File: src/rtl/ccd_frame_gen.sv
// Synthetic CCD source: programmable FVAL/LVAL timing with four test patterns on the pixel clock.
// Optional LFSR noise on the low data bits when CCD_FRAME_GEN_NOISE_EN is defined.
module ccd_frame_gen #(
    parameter int H_ACTIVE = 640,
    parameter int V_ACTIVE = 480,
    parameter int H_BLANK  = 16,
    parameter int V_BLANK  = 32
) (
    input  logic        iCLK,
    input  logic        iRST,
    input  logic        iSTART,
    input  logic        iSTOP,
    input  logic [1:0]  iPATTERN,
    input  logic [11:0] iLEVEL,
    output logic [11:0] oDATA,
    output logic        oFVAL,
    output logic        oLVAL,
    output logic [15:0] oFrame_Cont,
    output logic        oBusy
);

    typedef enum logic [2:0] {IDLE, FRONT, LINE, HGAP, VBLANK} state_t;

    localparam logic [15:0] X_LAST  = 16'(H_ACTIVE - 1);
    localparam logic [15:0] Y_LAST  = 16'(V_ACTIVE - 1);
    localparam logic [15:0] HB_LAST = 16'(H_BLANK - 1);
    localparam logic [15:0] VB_LAST = 16'(V_BLANK - 1);
    localparam logic [15:0] BX_LO   = 16'(H_ACTIVE / 4);
    localparam logic [15:0] BX_HI   = 16'((3 * H_ACTIVE) / 4);
    localparam logic [15:0] BY_LO   = 16'(V_ACTIVE / 4);
    localparam logic [15:0] BY_HI   = 16'((3 * V_ACTIVE) / 4);

    state_t      state;
    logic [15:0] x;
    logic [15:0] y;
    logic [15:0] cnt;
    logic        stop_pend;
    logic [1:0]  pat_q;
    logic [11:0] level_q;
`ifdef CCD_FRAME_GEN_NOISE_EN
    logic [15:0] lfsr;
`endif

    // Data is registered, so each pixel is computed one cycle ahead from the column about to be shown.
    function automatic logic [11:0] pixel(input logic [15:0] px, input logic [15:0] py);
        logic [11:0] v;
        v = '0;
        case (pat_q)
            2'd0:    v = px[11:0] + py[11:0];
            2'd1:    v = (px[3] ^ py[3]) ? 12'hFFF : 12'h000;
            2'd2:    v = (px >= BX_LO && px < BX_HI && py >= BY_LO && py < BY_HI) ? '1 : '0;
            default: v = level_q;
        endcase
`ifdef CCD_FRAME_GEN_NOISE_EN
        if (pat_q != 2'd2)
            v[3:0] = v[3:0] ^ lfsr[3:0];
`endif
        return v;
    endfunction

    always_ff @(posedge iCLK or posedge iRST) begin
        if (iRST) begin
            state       <= IDLE;
            x           <= '0;
            y           <= '0;
            cnt         <= '0;
            stop_pend   <= 1'b0;
            pat_q       <= '0;
            level_q     <= '0;
            oDATA       <= '0;
            oFVAL       <= 1'b0;
            oLVAL       <= 1'b0;
            oFrame_Cont <= '0;
            oBusy       <= 1'b0;
`ifdef CCD_FRAME_GEN_NOISE_EN
            lfsr        <= 16'hACE1;
`endif
        end else begin
`ifdef CCD_FRAME_GEN_NOISE_EN
            if (state == LINE)
                lfsr <= {lfsr[14:0], lfsr[15] ^ lfsr[13] ^ lfsr[12] ^ lfsr[10]};
`endif
            if (state != IDLE && iSTOP)
                stop_pend <= 1'b1;

            case (state)
                IDLE: begin
                    if (iSTART && !iSTOP) begin
                        state   <= FRONT;
                        oFVAL   <= 1'b1;
                        oBusy   <= 1'b1;
                        cnt     <= '0;
                        y       <= '0;
                        pat_q   <= iPATTERN;
                        level_q <= iLEVEL;
                    end
                end
                FRONT: begin
                    if (cnt == HB_LAST) begin
                        state <= LINE;
                        oLVAL <= 1'b1;
                        x     <= '0;
                        oDATA <= pixel(16'd0, y);
                    end else begin
                        cnt <= cnt + 16'd1;
                    end
                end
                LINE: begin
                    if (x == X_LAST) begin
                        state <= HGAP;
                        oLVAL <= 1'b0;
                        oDATA <= '0;
                        cnt   <= '0;
                    end else begin
                        x     <= x + 16'd1;
                        oDATA <= pixel(x + 16'd1, y);
                    end
                end
                HGAP: begin
                    if (cnt == HB_LAST) begin
                        if (y == Y_LAST) begin
                            state       <= VBLANK;
                            oFVAL       <= 1'b0;
                            cnt         <= '0;
                            oFrame_Cont <= oFrame_Cont + 16'd1;
                        end else begin
                            state <= LINE;
                            oLVAL <= 1'b1;
                            x     <= '0;
                            y     <= y + 16'd1;
                            oDATA <= pixel(16'd0, y + 16'd1);
                        end
                    end else begin
                        cnt <= cnt + 16'd1;
                    end
                end
                VBLANK: begin
                    if (cnt == VB_LAST) begin
                        // A stop arriving on the very last blanking cycle still ends the run here.
                        if (stop_pend || iSTOP) begin
                            state     <= IDLE;
                            oBusy     <= 1'b0;
                            stop_pend <= 1'b0;
                        end else begin
                            state   <= FRONT;
                            oFVAL   <= 1'b1;
                            cnt     <= '0;
                            y       <= '0;
                            pat_q   <= iPATTERN;
                            level_q <= iLEVEL;
                        end
                    end else begin
                        cnt <= cnt + 16'd1;
                    end
                end
                default: state <= IDLE;
            endcase
        end
    end

endmodule

File: config.mk
export PLATFORM = sky130hd
export DESIGN_NAME = ccd_frame_gen
export DESIGN_NICKNAME = d
export VERILOG_FILES = /design/src/rtl/ccd_frame_gen.sv
export SDC_FILE = /design/constraint.sdc
export NUM_CORES = 1
export LEC_CHECK = 0
export CAP_MARGIN = 40
export CELL_PAD_IN_SITES_DETAIL_PLACEMENT = 1
export CELL_PAD_IN_SITES_GLOBAL_PLACEMENT = 2
export CORE_MARGIN = 2
export CORE_UTILIZATION = 39
export CTS_CLUSTER_SIZE = 24
export DETAILED_ROUTE_END_ITERATION = 8
export PLACE_DENSITY_LB_ADDON = 0.1
export SLEW_MARGIN = 20
export SYNTH_ARGS = -nofsm -noshare
export SYNTH_HDL_FRONTEND = slang
export SYNTH_SLANG_ARGS = --single-unit
File: constraint.sdc
create_clock -name iCLK -period 5.9 [get_ports iCLK]
set_input_delay 0.885 -clock iCLK [delete_from_list [all_inputs] [get_ports iCLK]]
set_output_delay 0.885 -clock iCLK [all_outputs]
set_load 0.02 [all_outputs]
* Yosys cells after proc, flatten, opt, wreduce, memory -nomap -nowiden
Cells that the tools add are included.
** Word-level totals
- Output and inout bits :: 31
- Flip-flop bits (word level) :: 97
- Input bits :: 18
- Word-level logic and storage cells :: 132
** Cells by class
- Magnitude comparators :: 4
- Reductions and logical operators :: 24
- Bitwise gates (word level) :: 1
- Mux-type cells :: 63
- $add $sub $neg :: 5
- Equality and inequality tests :: 23
** Operator list (number)
- 16-bit 2-to-1 mux :: 14
- 12-bit case mux with 3 select lines :: 4
- 12-bit 2-to-1 mux :: 11
- 16-bit case mux with 3 select lines :: 2
- 16-bit case mux with 5 select lines :: 1
- 16-bit by 1-bit adder with 16-bit output, second input constant :: 4
- 16-bit by 9-bit less-than comparator with 1-bit output, second input constant :: 2
- 12-bit case mux with 2 select lines :: 1
- 2-bit != test, second input constant :: 11
- 3-bit 2-to-1 mux :: 6
- 6-bit AND reduction :: 3
- 16-bit by 10-bit == test with 1-bit output, second input constant :: 1
- 16-bit by 4-bit == test with 1-bit output, second input constant :: 1
- 16-bit by 5-bit == test with 1-bit output, second input constant :: 1
- 16-bit by 9-bit == test with 1-bit output, second input constant :: 1
- 16-bit by 7-bit >= comparator with 1-bit output, second input constant :: 1
- 16-bit by 8-bit >= comparator with 1-bit output, second input constant :: 1
- 1-bit 2-to-1 mux :: 16
- 3-bit case mux with 5 select lines :: 1
- 5-bit AND reduction :: 3
- 12-bit adder :: 1
- 4-bit AND reduction :: 3
- 3-bit nonzero test :: 3
- 3-bit by 2-bit == test with 1-bit output, second input constant :: 2
- 18 further kinds :: 26

* Logic depth before layout (Yosys ltp)
Gate-level depths: netlist (run 1).
- Word-level depth :: 9
- Gate-level depth with buffers :: 12
- Depth with buffers taken out :: 12

* Least setup slack after synthesis (run 1)
Ideal clock, no wire load.
- Path type :: register to register
- Start point :: reg x[0]
- End point :: reg oDATA[8]
- Clock period less this slack :: 2.614 ns
- Library setup time :: 0.129 ns
- Slack :: 3.286 ns
- Stages on the path, launching flop included :: 11
- Buffers on the path :: 0
- Data required time :: 5.771 ns
- Data arrival time :: 2.485 ns
- Cells stage by stage :: dfrtp_1 -> ha_1 -> xor2_1 -> ha_1 -> nor2b_1 -> o31a_1 -> o31a_1 -> o21a_1 -> or3_1 -> a31oi_1 -> a21oi_1
** Between the ends
- Word-level cells in the longest chain between the ends :: 9
- Elaborated cells between the ends (all ways) :: 14
- Classes of those cells :: 2 x add/sub; 2 x order compare; 1 x eq/ne; 5 x mux; 1 x bitwise; 3 x reduce/logical
** RTL lines
- from (decl) :: line 34 : logic [15:0] x;
- from (signal assigned) :: line 115 : x <= x + 16'd1;
- 16-bit by 1-bit adder with 16-bit output :: line 116 : oDATA <= pixel(x + 16'd1, y);
- 16-bit by 8-bit >= comparator with 1-bit output / 16-bit by 9-bit less-than comparator with 1-bit output (equally long branches) :: line 51 : 2'd2: v = (px >= BX_LO && px < BX_HI && py >= BY_LO && py < BY_HI) ? '1 : '0;
- 1-bit logical AND (3 in series) :: line 51
- 12-bit 2-to-1 mux :: line 51
- 12-bit case mux with 3 select lines :: line 48 : case (pat_q)
- 12-bit 2-to-1 mux * :: line 109 : if (x == X_LAST) begin
- 12-bit case mux with 3 select lines * :: line 86 : case (state)
- to (signal assigned) :: line 103 : oDATA <= pixel(16'd0, y);
- to (signal assigned) :: line 116
- to (signal assigned) :: line 131 : oDATA <= pixel(16'd0, y + 16'd1);
- to (decl) :: line 15 : output logic [11:0] oDATA,
Mark *: on every way between the ends. The rest lies on a longest branch, timed or not.
A chain may end at the register's enable or synchronous reset.

* Worst setup path after layout (run 1)
- Start point :: reg x[0]
- End point :: reg cnt[4]
** Between the ends
- Word-level cells in the longest chain between the ends :: 3
** RTL lines
- 16-bit by 10-bit == test with 1-bit output :: line 109
- 2-bit != test (no source line)
- 6-bit AND reduction (no source line)
- to (signal assigned) :: line 105 : cnt <= cnt + 16'd1;
- to (signal assigned) :: line 134 : cnt <= cnt + 16'd1;
- to (signal assigned) :: line 153 : cnt <= cnt + 16'd1;
- to (decl) :: line 36 : logic [15:0] cnt;
Every way passes these cells.

==> flow_summary.json, run 1 <==
{
  "min_path_type": "reg -> reg",
  "cts-htree-levels": 3,
  "syn-cell-area_sq_um": 6520,
  "tritoncts": "done",
  "syn_nets": 811,
  "drt_drc_violations_left": 0,
  "post_cts.resized_instances": 0,
  "floorplan.initialDensity_pct": 39.6,
  "swShare_pct": 25.5,
  "dp_hpwl_um": 15500,
  "chipHeight_um": 133,
  "yosysSeqAreaShare_pct": 37.2,
  "antenna_cells": 0,
  "final_util_pct": 45.3,
  "post_drt_wl_per_cell_um": 21.2,
  "cts.reportedPaths.clkPinSlew_ns": 0.08,
  "top_level_ports": 49,
  "placed_cells_incl_taps": 1006,
  "top_delay_family_on_crit_path": "simple AND/OR/NAND/NOR gates",
  "finalWorstSetupSlack_ns": 2.45,
  "final_max_slew_viol_count": 0,
  "yosys_warns": 0,
  "hold_violations_final": 0,
  "crit_required_ns": 6.20,
  "vias": 6215,
  "global_route.overflow_total": 0,
  "skew_ns": 0.0105,
  "cts-hold-fix-buffers": 0,
  "cts_buffer_depth": 2,
  "leakage_nw": 3.04,
  "wl_um": 21700,
  "crit_path_start_kind": "flip-flop",
  "seq_pwr_share_pct": 50.8,
  "number_of_antenna_violations_at_the_first_check_in_global_routing": 0,
  "crit_arrival_ns": 3.75,
  "timing.setup.tns_ns": 0,
  "edff_count_synth": 0,
  "areaGrowthSynthToFinish_pct": 14.3,
  "post_synth_num_cell_types": 72,
  "crit_path_start": "x[0]",
  "nets": 832,
  "grt_pass1_wl_um": 35400,
  "instances_no_fill": 1022,
  "timing.critical_path.to": "cnt[4]",
  "post_place_setup_slack_ns": 2.49,
  "async_flop_share_pct": 100,
  "drt_pass1_iterations": 5,
  "syn_inst": 776,
  "port_buffers": 48,
  "power_frac_comb_pct": 2.1,
  "timing.final.setup_violations": 0,
  "timing.critical_path.buf_inv": 0,
  "cts-buffers-inserted": 9,
  "path_class": "reg -> reg",
  "yosys_most_used_dff": "sky130_fd_sc_hd__dfrtp_1",
  "max_slew.worst_pin.slew_ns": 0.811,
  "postSynthRegisterBits": 97,
  "critical_path.slowest_cell": "sky130_fd_sc_hd__a31o_2",
  "critical_path.most_common_cell": "sky130_fd_sc_hd__nand2_1",
  "final_critical_path_share_of_the_clock_period_pct": 58.5,
  "power.density_cell_area_nw_per_um2": 175,
  "cap_violations": 0,
  "p_int_mw": 0.974,
  "total_power_mw": 1.31,
  "drt_iter0_drc": 463,
  "flop2flop_setup_slack_ns": 2.45,
  "crit_path_max_fanout": 27,
  "status": "finished clean",
  "filler_cell_count": 1913,
  "grt_setup_unrepaired": "false",
  "syn_avg_cell_area_sq_um": 8.41,
  "max_clock_freq_mhz": 290,
  "antenna_left": 0,
  "clock_sinks": 97,
  "p_clk_share_pct": 47.1,
  "post-cts-setup-buffer-count": 0,
  "p_switching_mw": 0.333,
  "max_slew_margin_vs_limit_pct": 45.6,
  "worst_skew_pair.late_latency_ns": 0.37,
  "path_depth": 8,
  "rows": 47,
  "gpl.final_weighted_congestion": 0.910,
  "viasPerCell": 6.08,
  "chipWidth_um": 133,
  "timing.critical_path.cells": "ha_1 > nand2_1 > nor2_2 > a31o_2 > o21ai_0 > or2_2 > or4b_2 > nand2_1",
  "r2r_end": "cnt[4]",
  "placed_cell_area_sq_um": 7160,
  "full_die_area_sq_um": 17800,
  "grt_pass1_vias": 6480,
  "max-vdd-ir-drop_mv": 0.137,
  "grt_usage_pct": 25.2,
  "grt_start_max_net_pins": 51,
  "hold-worst-slack_ns": 0.469,
  "timing.reg2reg.worst_path_depth": 8,
  "cts-root-buf": "sky130_fd_sc_hd__clkbuf_16",
  "ratio_of_cells_with_drive_above_1_in_the_final_layout_pct": 7.11,
  "crit-reg2reg-launch": "x[0]",
  "post-route-min-period_ns": 3.45,
  "worst_setup_path_end_kind": "flip-flop",
  "max_stage_delay_ns": 0.65,
  "design_area_sq_um": 7460,
  "core_sq_um": 16500
}
==> registers in the layout (all words and copies together) (netlist names), 2 cells and up <==
register,count
y,16
x,16
state,3
pat_q,2
cnt,16
oFrame_Cont,16
oDATA,12
level_q,12
==> cells in the final DEF (no fill, tap or decap), types with 7 or more instances in the layout <==
cell type	netlist	layout
sky130_fd_sc_hd__clkdlybuf4s50_1	0	48
sky130_fd_sc_hd__ha_1	16	16
sky130_fd_sc_hd__o211ai_1	10	10
sky130_fd_sc_hd__buf_4	1	9
sky130_fd_sc_hd__inv_1	23	22
sky130_fd_sc_hd__dfrtp_1	97	97
sky130_fd_sc_hd__a21oi_1	47	46
sky130_fd_sc_hd__nand3_1	20	20
sky130_fd_sc_hd__nand2b_1	9	9
sky130_fd_sc_hd__nand4_1	23	23
sky130_fd_sc_hd__o31ai_1	17	17
sky130_fd_sc_hd__and3_1	15	15
sky130_fd_sc_hd__nor2b_1	7	7
sky130_fd_sc_hd__and2_1	8	8
sky130_fd_sc_hd__or3_1	10	10
sky130_fd_sc_hd__nand2_1	84	84
sky130_fd_sc_hd__nor3_1	17	17
sky130_fd_sc_hd__xnor2_1	36	36
sky130_fd_sc_hd__a31oi_1	12	12
sky130_fd_sc_hd__nor2_1	66	66
sky130_fd_sc_hd__a221oi_1	11	11
sky130_fd_sc_hd__o21ai_0	79	79
sky130_fd_sc_hd__xor2_1	9	9
sky130_fd_sc_hd__clkbuf_16	0	9
sky130_fd_sc_hd__mux2_2	13	13
sky130_fd_sc_hd__nor4_1	8	8
==> per-layer routing <==
| metal | up-vias | part of all wire, % | global-route usage (%) |
|---|---|---|---|
| met5 | - | 0 | 0 |
| met4 | 0 | 2.9 | 9.63 |
| met3 | 33 | 3.7 | 3.31 |
| met2 | 127 | 47 | 41.6 |
| met1 | 3130 | 46 | 33.7 |
| li1 | 2925 | - | - |
==> power groups by stage <==
stage | registers [mW] | clock network [mW] | logic, mW
after floorplan | 0.677 | 0 | 0.0107
after global placement | 0.677 | 0 | 0.0285
after detailed placement | 0.677 | 0 | 0.0291
after CTS | 0.664 | 0.624 | 0.0292
after global routing | 0.664 | 0.648 | 0.0315
final | 0.664 | 0.615 | 0.0278
==> cell families (layout without fill, tap and decap cells) <==
logic type      Yosys count  in the layout  share of synthesized area, %
xor+xnor                 45             45                          6.04
compound gates          243            243                          24.5
flops                    97             97                          37.2
mux                      15             15                          2.55
fa+ha+maj                17             17                          3.38
buf+inv                  72             98                          4.35
simple gates            287            287                          22.0
==> Yosys cell counts, types with 16 or more instances <==
library cell | number | area [sq um]
sky130_fd_sc_hd__dfrtp_1 | 97 | 2430
sky130_fd_sc_hd__nand3_1 | 20 | 100
sky130_fd_sc_hd__nor3_1 | 17 | 85.1
sky130_fd_sc_hd__a21oi_1 | 47 | 235
sky130_fd_sc_hd__xnor2_1 | 36 | 315
sky130_fd_sc_hd__inv_1 | 23 | 86.3
sky130_fd_sc_hd__ha_1 | 16 | 200
sky130_fd_sc_hd__o21ai_0 | 79 | 395
sky130_fd_sc_hd__nand2_1 | 84 | 315
sky130_fd_sc_hd__o31ai_1 | 17 | 128
sky130_fd_sc_hd__clkbuf_1 | 36 | 135
sky130_fd_sc_hd__nand4_1 | 23 | 144
sky130_fd_sc_hd__nor2_1 | 66 | 248
==> worst reg2reg max path: cells and delay by family, from the launching register on <==
kind                       cells  cell delay, ns
and+or+nand+nor                5            1.74
DFF                            1            0.43
AOI/OAI and AO/OA              2            0.90
adders and majority gates      1            0.31
==> worst min-delay path by stage <==
stage | slack (ns) | cells past startpoint | end | from
6_report | 0.47 | 1 | oFrame_Cont[15] | oFrame_Cont[15]
4_1_cts | 0.47 | 1 | oFrame_Cont[15] | oFrame_Cont[15]
2_1_floorplan | 0.46 | 1 | cnt[3] | cnt[3]
3_5_place_dp | 0.46 | 1 | oFrame_Cont[15] | oFrame_Cont[15]
5_1_grt | 0.52 | 1 | oFrame_Cont[15] | oFrame_Cont[15]
3_3_place_gp | 0.46 | 1 | oFrame_Cont[15] | oFrame_Cont[15]
==> cell type report <==
type / instances / area (sq um) / share of cell area [%]
Sequential cell: 97 / 2430 / 32.5
Timing Repair Buffer: 57 / 548 / 7.35
Clock inverter: 7 / 71.3 / 0.956
Multi-Input combinational cell: 607 / 3820 / 51.2
Clock buffer: 9 / 225 / 3.02
Tap cell: 220 / 275 / 3.69
Inverter: 25 / 96.3 / 1.29
Note: power is estimated with default switching activity, not from simulation.
==> inputs of run 2 (changes only) <==
--- a/config.mk
+++ b/config.mk
@@ -9,7 +9,7 @@
 export CELL_PAD_IN_SITES_DETAIL_PLACEMENT = 1
 export CELL_PAD_IN_SITES_GLOBAL_PLACEMENT = 2
 export CORE_MARGIN = 2
-export CORE_UTILIZATION = 39
+export CORE_UTILIZATION = 33
 export CTS_CLUSTER_SIZE = 24
 export DETAILED_ROUTE_END_ITERATION = 8
 export PLACE_DENSITY_LB_ADDON = 0.1
==> constraint.sdc (replaced) <==
create_clock -name iCLK -period 3 [get_ports iCLK]
set_input_delay 0.45 -clock iCLK [delete_from_list [all_inputs] [get_ports iCLK]]
set_output_delay 0.45 -clock iCLK [all_outputs]
set_load 0.02 [all_outputs]
==> run 2 against run 1 <==
Via count grew 4.1%. Utilization down 3.9 points. Critical path depth is 1 lower. Largest power group unchanged. Global-route usage decreased by 1.8 points. Highest routed layer unchanged. Sequential share of layout area decreased by 2.4 points. Largest cell class unchanged. Count of clock-buffer cells in the layout did not move.
==> flow_summary.json, run 2 (synthesis gave the netlist of run 1 again) <==
{
  "post-route-min-period_ns": 2.91,
  "timing.setup.tns_ns": 0,
  "wl_um": 23100,
  "antenna_left": 0,
  "mostFrequentLayoutCells": "sky130_fd_sc_hd__dfrtp_1, sky130_fd_sc_hd__nand2_1, sky130_fd_sc_hd__o21ai_0",
  "cts-buffers-inserted": 9,
  "post_place_setup_slack_ns": 0.0991,
  "power.density_cell_area_nw_per_um2": 327,
  "clock_sinks": 97,
  "cts-root-buf": "sky130_fd_sc_hd__clkbuf_16",
  "crit-reg2reg-launch": "x[3]",
  "hold-worst-slack_ns": 0.473,
  "timing.hold.worst.start": "oFrame_Cont[15]",
  "max_slew.worst_pin.slew_ns": 0.601,
  "grt_start_max_net_pins": 37,
  "viasPerCell": 5.72,
  "design_area_sq_um": 8050,
  "cts.reportedPaths.clkPinSlew_ns": 0.08,
  "grt_pass1_vias": 6904,
  "max_clock_freq_mhz": 343,
  "timing.reg2reg.worst_path_depth": 7,
  "drt_drc_violations_left": 0,
  "crit_required_ns": 3.28,
  "hold_depth": 1,
  "ratio_of_cells_with_drive_above_1_in_the_final_layout_pct": 15.0,
  "areaGrowthSynthToFinish_pct": 23.4,
  "status": "finished clean",
  "global_route.overflow_total": 0,
  "dp_hpwl_um": 17300,
  "max-vdd-ir-drop_mv": 0.271,
  "grt_pass1_wl_um": 37600,
  "tritoncts": "done",
  "floorplan.initialDensity_pct": 33.5,
  "r2r_end": "oDATA[6]",
  "drt_iter0_drc": 330,
  "final_common_cell": "sky130_fd_sc_hd__dfrtp_1",
  "rows": 51,
  "drt_pass1_iterations": 5,
  "path_class": "reg -> reg",
  "full_die_area_sq_um": 20900,
  "nets": 896,
  "crit_arrival_ns": 3.19,
  "final_critical_path_share_of_the_clock_period_pct": 97.1,
  "core_sq_um": 19500,
  "cap_violations": 0,
  "port_buffers": 48,
  "chipWidth_um": 145,
  "gpl.final_weighted_congestion": 0.842,
  "placed_cell_area_sq_um": 7680,
  "cts_buffer_depth": 2,
  "vias": 6472,
  "chipHeight_um": 145,
  "antenna_cells": 0,
  "number_of_antenna_violations_at_the_first_check_in_global_routing": 0,
  "skew_ns": 0.00555,
  "finalWorstSetupSlack_ns": 0.0857,
  "crit_path_max_fanout": 9,
  "crit_path_start_kind": "flip-flop",
  "min_path_type": "reg -> reg",
  "post_drt_wl_per_cell_um": 20.5,
  "grt_usage_pct": 23.3,
  "hold_violations_final": 0,
  "max_slew_margin_vs_limit_pct": 59.9,
  "leakage_nw": 3.38,
  "top_level_ports": 49,
  "cts-htree-levels": 3,
  "flop2flop_setup_slack_ns": 0.09,
  "timing.final.setup_violations": 0,
  "worst_setup_path_end_kind": "flip-flop",
  "timing.hold.worst_endpoint": "oFrame_Cont[15]",
  "final_max_slew_viol_count": 0,
  "worst_skew_pair.late_latency_ns": 0.36
}
-- run 2: layout make-up --
type                    count  area (sq um)
multi-input cells         607          3850
clock buffers               9           225
fillers                  2321         11400
inverters                  25          96.3
repair buffers            121          1030
clock inverters             7          86.3
well taps                 265           332
flip-flops and latches     97          2430
-- run 2: worst max path at each step --
stage / from / to / cells after the start
2_1_floorplan: iRST / cnt[0] / 1
3_3_place_gp: cnt[5] / state[1] / 7
3_5_place_dp: x[0] / oDATA[8] / 11
4_1_cts: x[0] / oDATA[8] / 11
5_1_grt: x[1] / oDATA[8] / 10
6_report: x[3] / oDATA[6] / 7
-- run 2: worst max-delay path: stages, from the launching register on --
cell and delay, ns:
sky130_fd_sc_hd__dfrtp_1 0.55, sky130_fd_sc_hd__nand4_4 0.23, sky130_fd_sc_hd__or4_4 0.62, sky130_fd_sc_hd__a41oi_2 0.19
sky130_fd_sc_hd__a31oi_2 0.20, sky130_fd_sc_hd__o31ai_4 0.59, sky130_fd_sc_hd__o221ai_1 0.23, sky130_fd_sc_hd__a21oi_1 0.21
-- run 2: per-layer routing --
metal / vias up / GRT usage (%) / part of all wire (%)
met3: 37 / 2.85 / 3.2
met4: 0 / 8.53 / 2.7
li1: 3040 / - / -
met5: - / 0 / 0
met2: 137 / 38.7 / 48
met1: 3258 / 31.2 / 46
-- run 2: timing repair --
item	CTS	global route
hold buffers	0	0
setup buffers	0	2
resized for setup	0	10
setup endpoints to repair	0	27
-- run 2: power breakdown --
part | switching, mW | total, mW | leakage, nW | internal, mW
sequential | 0 | 1.31 | 1.30 | 1.31
clock | 0.605 | 1.27 | 0.154 | 0.665
combinational | 0.0335 | 0.0573 | 1.92 | 0.0238
total | 0.639 | 2.63 | 3.38 | 1.99
-- run 2: per-stage QoR --
step	cells	power [mW]	utilization, %
2_1_floorplan	776	1.35	-
3_3_place_gp	1112	1.39	39.4
3_5_place_dp	1113	1.39	39.5
4_1_cts	1129	2.68	41.1
5_1_grt	1131	2.73	41.4
6_report	1131	2.63	41.4
==> inputs of run 3 (changes only) <==
--- a/config.mk
+++ b/config.mk
@@ -5,9 +5,9 @@
 export SDC_FILE = /design/constraint.sdc
 export NUM_CORES = 1
 export LEC_CHECK = 0
-export CAP_MARGIN = 40
 export CELL_PAD_IN_SITES_DETAIL_PLACEMENT = 1
 export CELL_PAD_IN_SITES_GLOBAL_PLACEMENT = 2
+export CORE_ASPECT_RATIO = 0.7
 export CORE_MARGIN = 2
 export CORE_UTILIZATION = 33
 export CTS_CLUSTER_SIZE = 24
==> run 3 against run 2 <==
Via count shrank 0.40%. Largest power group unchanged. Clock power shrank 6%. Non-clock buffer count shrank 5. Register-to-register slack gained 0.096 ns. Flip-flop and latch count is the same. Worst hold slack lost 0.064 ns. Fmax grew 3.4%. Worst setup slack gained 0.096 ns.
==> flow_summary.json, run 3 (synthesis gave the netlist of run 1 again) <==
{
  "cts-root-buf": "sky130_fd_sc_hd__clkbuf_16",
  "vias": 6446,
  "grt_usage_pct": 23.0,
  "hold_violations_final": 0,
  "wl_um": 23200,
  "nets": 891,
  "post_drt_wl_per_cell_um": 20.7,
  "port_buffers": 48,
  "cts.reportedPaths.clkPinSlew_ns": 0.07,
  "cts_buffer_depth": 2,
  "worst_setup_path_end_kind": "flip-flop",
  "path_class": "reg -> reg",
  "post_cts.resized_instances": 0,
  "antenna_cells": 0,
  "core_sq_um": 19100,
  "chipWidth_um": 172,
  "cap_violations": 0,
  "global_route.overflow_total": 0,
  "areaGrowthSynthToFinish_pct": 23.0,
  "full_die_area_sq_um": 20900,
  "final_common_cell": "sky130_fd_sc_hd__dfrtp_1",
  "post-route-min-period_ns": 2.82,
  "max_slew.worst_pin.slew_ns": 0.754,
  "antenna_left": 0,
  "cts-hold-fix-buffers": 0,
  "drt_pass1_iterations": 5,
  "min_path_type": "in -> async",
  "floorplan.initialDensity_pct": 34.1,
  "number_of_antenna_violations_at_the_first_check_in_global_routing": 0,
  "worst_skew_pair.late_latency_ns": 0.37,
  "crit_path_start_kind": "flip-flop",
  "cts-buffers-inserted": 9,
  "chipHeight_um": 122,
  "skew_ns": 0.0153,
  "grt_pass1_wl_um": 37100,
  "grt_start_max_net_pins": 46,
  "status": "finished clean",
  "viasPerCell": 5.73,
  "design_area_sq_um": 8030,
  "final_critical_path_share_of_the_clock_period_pct": 94.0,
  "ratio_of_cells_with_drive_above_1_in_the_final_layout_pct": 14.4,
  "post-cts-setup-buffer-count": 0,
  "grt_pass1_vias": 6655,
  "timing.setup.tns_ns": 0,
  "power.density_cell_area_nw_per_um2": 319,
  "dp_hpwl_um": 17600,
  "grt_setup_unrepaired": "false",
  "final_max_slew_viol_count": 0,
  "cts-htree-levels": 3,
  "tritoncts": "done",
  "timing.final.setup_violations": 0,
  "crit_required_ns": 3.25,
  "clock_sinks": 97,
  "crit_arrival_ns": 3.06,
  "filler_cell_count": 2305,
  "crit_path_max_fanout": 6,
  "max_clock_freq_mhz": 355,
  "gpl.final_weighted_congestion": 0.876,
  "placed_cell_area_sq_um": 7690,
  "max-vdd-ir-drop_mv": 0.224,
  "drt_iter0_drc": 465,
  "drt_drc_violations_left": 0,
  "top_level_ports": 49,
  "mostFrequentLayoutCells": "sky130_fd_sc_hd__dfrtp_1, sky130_fd_sc_hd__nand2_1, sky130_fd_sc_hd__o21ai_0",
  "leakage_nw": 3.35,
  "rows": 42,
  "max_slew_margin_vs_limit_pct": 49.7
}
[run 3: changes by cell type in the layout (fill, tap and decap cells not counted), sizes merged]
cell	delta
buf	-5
clkinvlp	+3
inv	-3
clkinv	-2
clkbuf	+1
[run 3: area by class of cell]
type	count	area (sq um)	share of cell area [%]
Clock buffer	10	229	2.85
Clock inverter	5	57.6	0.717
Inverter	25	96.3	1.20
Multi-Input combinational cell	607	3870	48.2
Sequential cell	97	2430	30.3
Tap cell	264	330	4.12
Timing Repair Buffer	116	1020	12.7
[run 3: report_power, final]
part | internal, mW | switching (mW) | total, mW
clock network | 0.642 | 0.553 | 1.19
logic | 0.0240 | 0.0333 | 0.0573
registers | 1.31 | 0 | 1.31
[run 3: stage by stage]
step	cells	utilization, %	setup slack (ns)	hold WS (ns)	total power [mW]
6_report	1124	42.0	0.181	0.410	2.56
3_3_place_gp	1109	40.2	0.0923	0.456	1.39
5_1_grt	1124	42.0	0.00682	0.453	2.64
4_1_cts	1124	41.7	0.0653	0.413	2.60
3_5_place_dp	1109	40.2	0.0775	0.469	1.39
2_1_floorplan	776	-	0.0163	0.463	1.35
[run 3: worst paths after layout]
path	from	depth (start not counted)	slack, ns	endpoint
max in group asynchronous	iRST	3	1.88	level_q[3]
min reg2reg	oFrame_Cont[15]	1	0.48	oFrame_Cont[15]
max	x[0]	10	0.18	oDATA[8]
min in group iCLK	oFrame_Cont[15]	1	0.48	oFrame_Cont[15]
min	iRST	2	0.41	y[13]
max reg2reg	x[0]	10	0.18	oDATA[8]
[run 3: worst max-delay path, stage by stage, from the launching register on]
cell	delay, ns
sky130_fd_sc_hd__dfrtp_2	0.45
sky130_fd_sc_hd__ha_2	0.25
sky130_fd_sc_hd__xor2_2	0.17
sky130_fd_sc_hd__ha_1	0.33
sky130_fd_sc_hd__nor2b_1	0.17
sky130_fd_sc_hd__o31a_1	0.29
sky130_fd_sc_hd__o31a_1	0.28
sky130_fd_sc_hd__o21a_1	0.18
sky130_fd_sc_hd__or3_1	0.32
sky130_fd_sc_hd__a31oi_1	0.17
sky130_fd_sc_hd__a21oi_1	0.09
[run 3: routing by layer]
layer	vias up	GRT usage, %	wire (um)
met5	-	0	0
met4	0	4.83	281
met3	20	5.39	1150
met2	150	33.8	9940
met1	3249	34.2	11900
li1	3027	-	-
==> patch (config.mk and constraints of run 1) <==
Put one more register stage on the output `oFrame_Cont`. The value now appears one clock later. The other outputs are not delayed to match.
--- a/src/rtl/ccd_frame_gen.sv
+++ b/src/rtl/ccd_frame_gen.sv
@@ -29,6 +29,8 @@
     localparam logic [15:0] BX_HI   = 16'((3 * H_ACTIVE) / 4);
     localparam logic [15:0] BY_LO   = 16'(V_ACTIVE / 4);
     localparam logic [15:0] BY_HI   = 16'((3 * V_ACTIVE) / 4);
+
+    logic [15:0] oFrame_Cont_s0;
 
     state_t      state;
     logic [15:0] x;
@@ -70,7 +72,7 @@
             oDATA       <= '0;
             oFVAL       <= 1'b0;
             oLVAL       <= 1'b0;
-            oFrame_Cont <= '0;
+            oFrame_Cont_s0 <= '0;
             oBusy       <= 1'b0;
 `ifdef CCD_FRAME_GEN_NOISE_EN
             lfsr        <= 16'hACE1;
@@ -122,7 +124,7 @@
                             state       <= VBLANK;
                             oFVAL       <= 1'b0;
                             cnt         <= '0;
-                            oFrame_Cont <= oFrame_Cont + 16'd1;
+                            oFrame_Cont_s0 <= oFrame_Cont_s0 + 16'd1;
                         end else begin
                             state <= LINE;
                             oLVAL <= 1'b1;
@@ -158,5 +160,9 @@
         end
     end
 
+    always_ff @(posedge iCLK) begin
+        oFrame_Cont <= oFrame_Cont_s0;
+    end
+
 endmodule
 
Function: same outputs for any inputs over 4 cycles, from zero or initial values and one cycle with iRST high; that may be too few to reach the edited logic, so the function may still have changed.
==> patch against run 1 <==
Design area rose by 9.8%. Sequential cell count rose by 16. Critical endpoint is now oDATA[9]. Setup slack improved by 0.082 ns. Routed wire length rose by 2.5%. Critical path depth rose by 5. Area after synthesis rose by 6.5%. Fmax rose by 2.4%.
Power is not compared: it rests on default switching activity, and its combinational part moved more than twofold at a synthesized area within 25%.
==> patch: results (changes against run 1) <==
core region area 17,400 um2 (+5.4%); final wirelength 22,200 um (+2.5%); area share of fa/ha/maj cells after synthesis 3.17% (-0.20 points); Vias 6,333 (+1.9%); met3 track utilization from global routing 4.60% (+1.3 points); Post-synth ARST share 85.8% (-14 points); Synth Net Count 852 (+5.1%); Compound-Gate Fraction of Synth Area 21.4% (-3.1 points); Crit path largest cell delay 0.44 ns (-0.21 ns); mean cell area of the mapped netlist 8.50 um2 (+1.1%); proportion of layout cells with a drive suffix above 1 8.57% (+1.5 points); slack of the worst reg-to-reg path 2.53 ns (+0.08 ns); worst-skew pair later-pin latency 0.42 ns (+0.05 ns); proportion of synthesized chip area in sequential cells 39.6% (+2.4 points); Min-Delay Startpoint oFrame_Cont_s0[8]; path depth of the worst reg2reg path 13 (+5); Initial DRC Count 350 (-24%); worst setup skew after layout 0.0111 ns (+0.000594 ns); fraction of synthesized cell area in xor and xnor cells 6.13% (+0.084 points); count of TritonRoute iterations in the first routing pass 6 (+1); estimated wirelength of the detail-placed design 16,000 um (+2.7%); dpl cells 1,044 (+3.8%); most used standard cell by instance count after synthesis nand2_1; met1 routing resource usage after global routing 32.6% (-1.2 points); GR Util met2 41.5% (-0.094 points); outcome complete, no violations; tightest hold margin 0.367 ns (-0.102 ns); worst hold stages 0 (-1); vias in the first global route 6,609 (+2.0%); Routed met2 length 10,800 um (+5.4%); final-stage net count 874 (+5.0%); clock buffers created by TritonCTS 17 (+8); gpl congestion 0.885 (-2.7%); cell types occupying the most area after synthesis dfrtp_1 (35%), nand2_1 (6.4%), o21ai_0 (5.5%); maximum number of pins on one net before global-route repair 58 (+14%); number of distinct library cells after synthesis 83 (+15%); crit-path max FO 6 (-78%); cell type of the slowest stage on the worst timing path dfrtp_1; Largest delay share family, worst path compound AO/OA/AOI/OAI gates
[patch: changes by cell type in the layout (fill, tap and decap cells not counted), moves of 6 or more]
cell	before	now
nand2_1	84	118
o21ai_1	2	19
dfxtp_1	0	16
nand4_1	23	10
mux2_2	13	2
xor2_1	9	20
xnor2_1	36	26
clkbuf_16	9	17
nor3_1	17	10
inv_1	22	16
[patch: area by class of cell]
type | instances | area share, %
clock buffer | 23 | 5.72
clock inverter | 9 | 2.20
inverter | 18 | 0.856
multi-input combinational | 634 | 47.5
sequential | 113 | 33.6
tap | 225 | 3.44
timing repair buffer | 55 | 6.75
[patch: worst register-to-register path, stage by stage (launching register included)]
cell and delay (ns):
dfrtp_1 0.44, ha_1 0.26, and4_1 0.36, nand2_1 0.10, xor2_1 0.31, inv_1 0.09
ha_1 0.37, a21oi_1 0.28, nand2_1 0.09, o21ai_0 0.29, o21bai_1 0.12, xor2_1 0.17
a32oi_1 0.22, o211ai_1 0.12
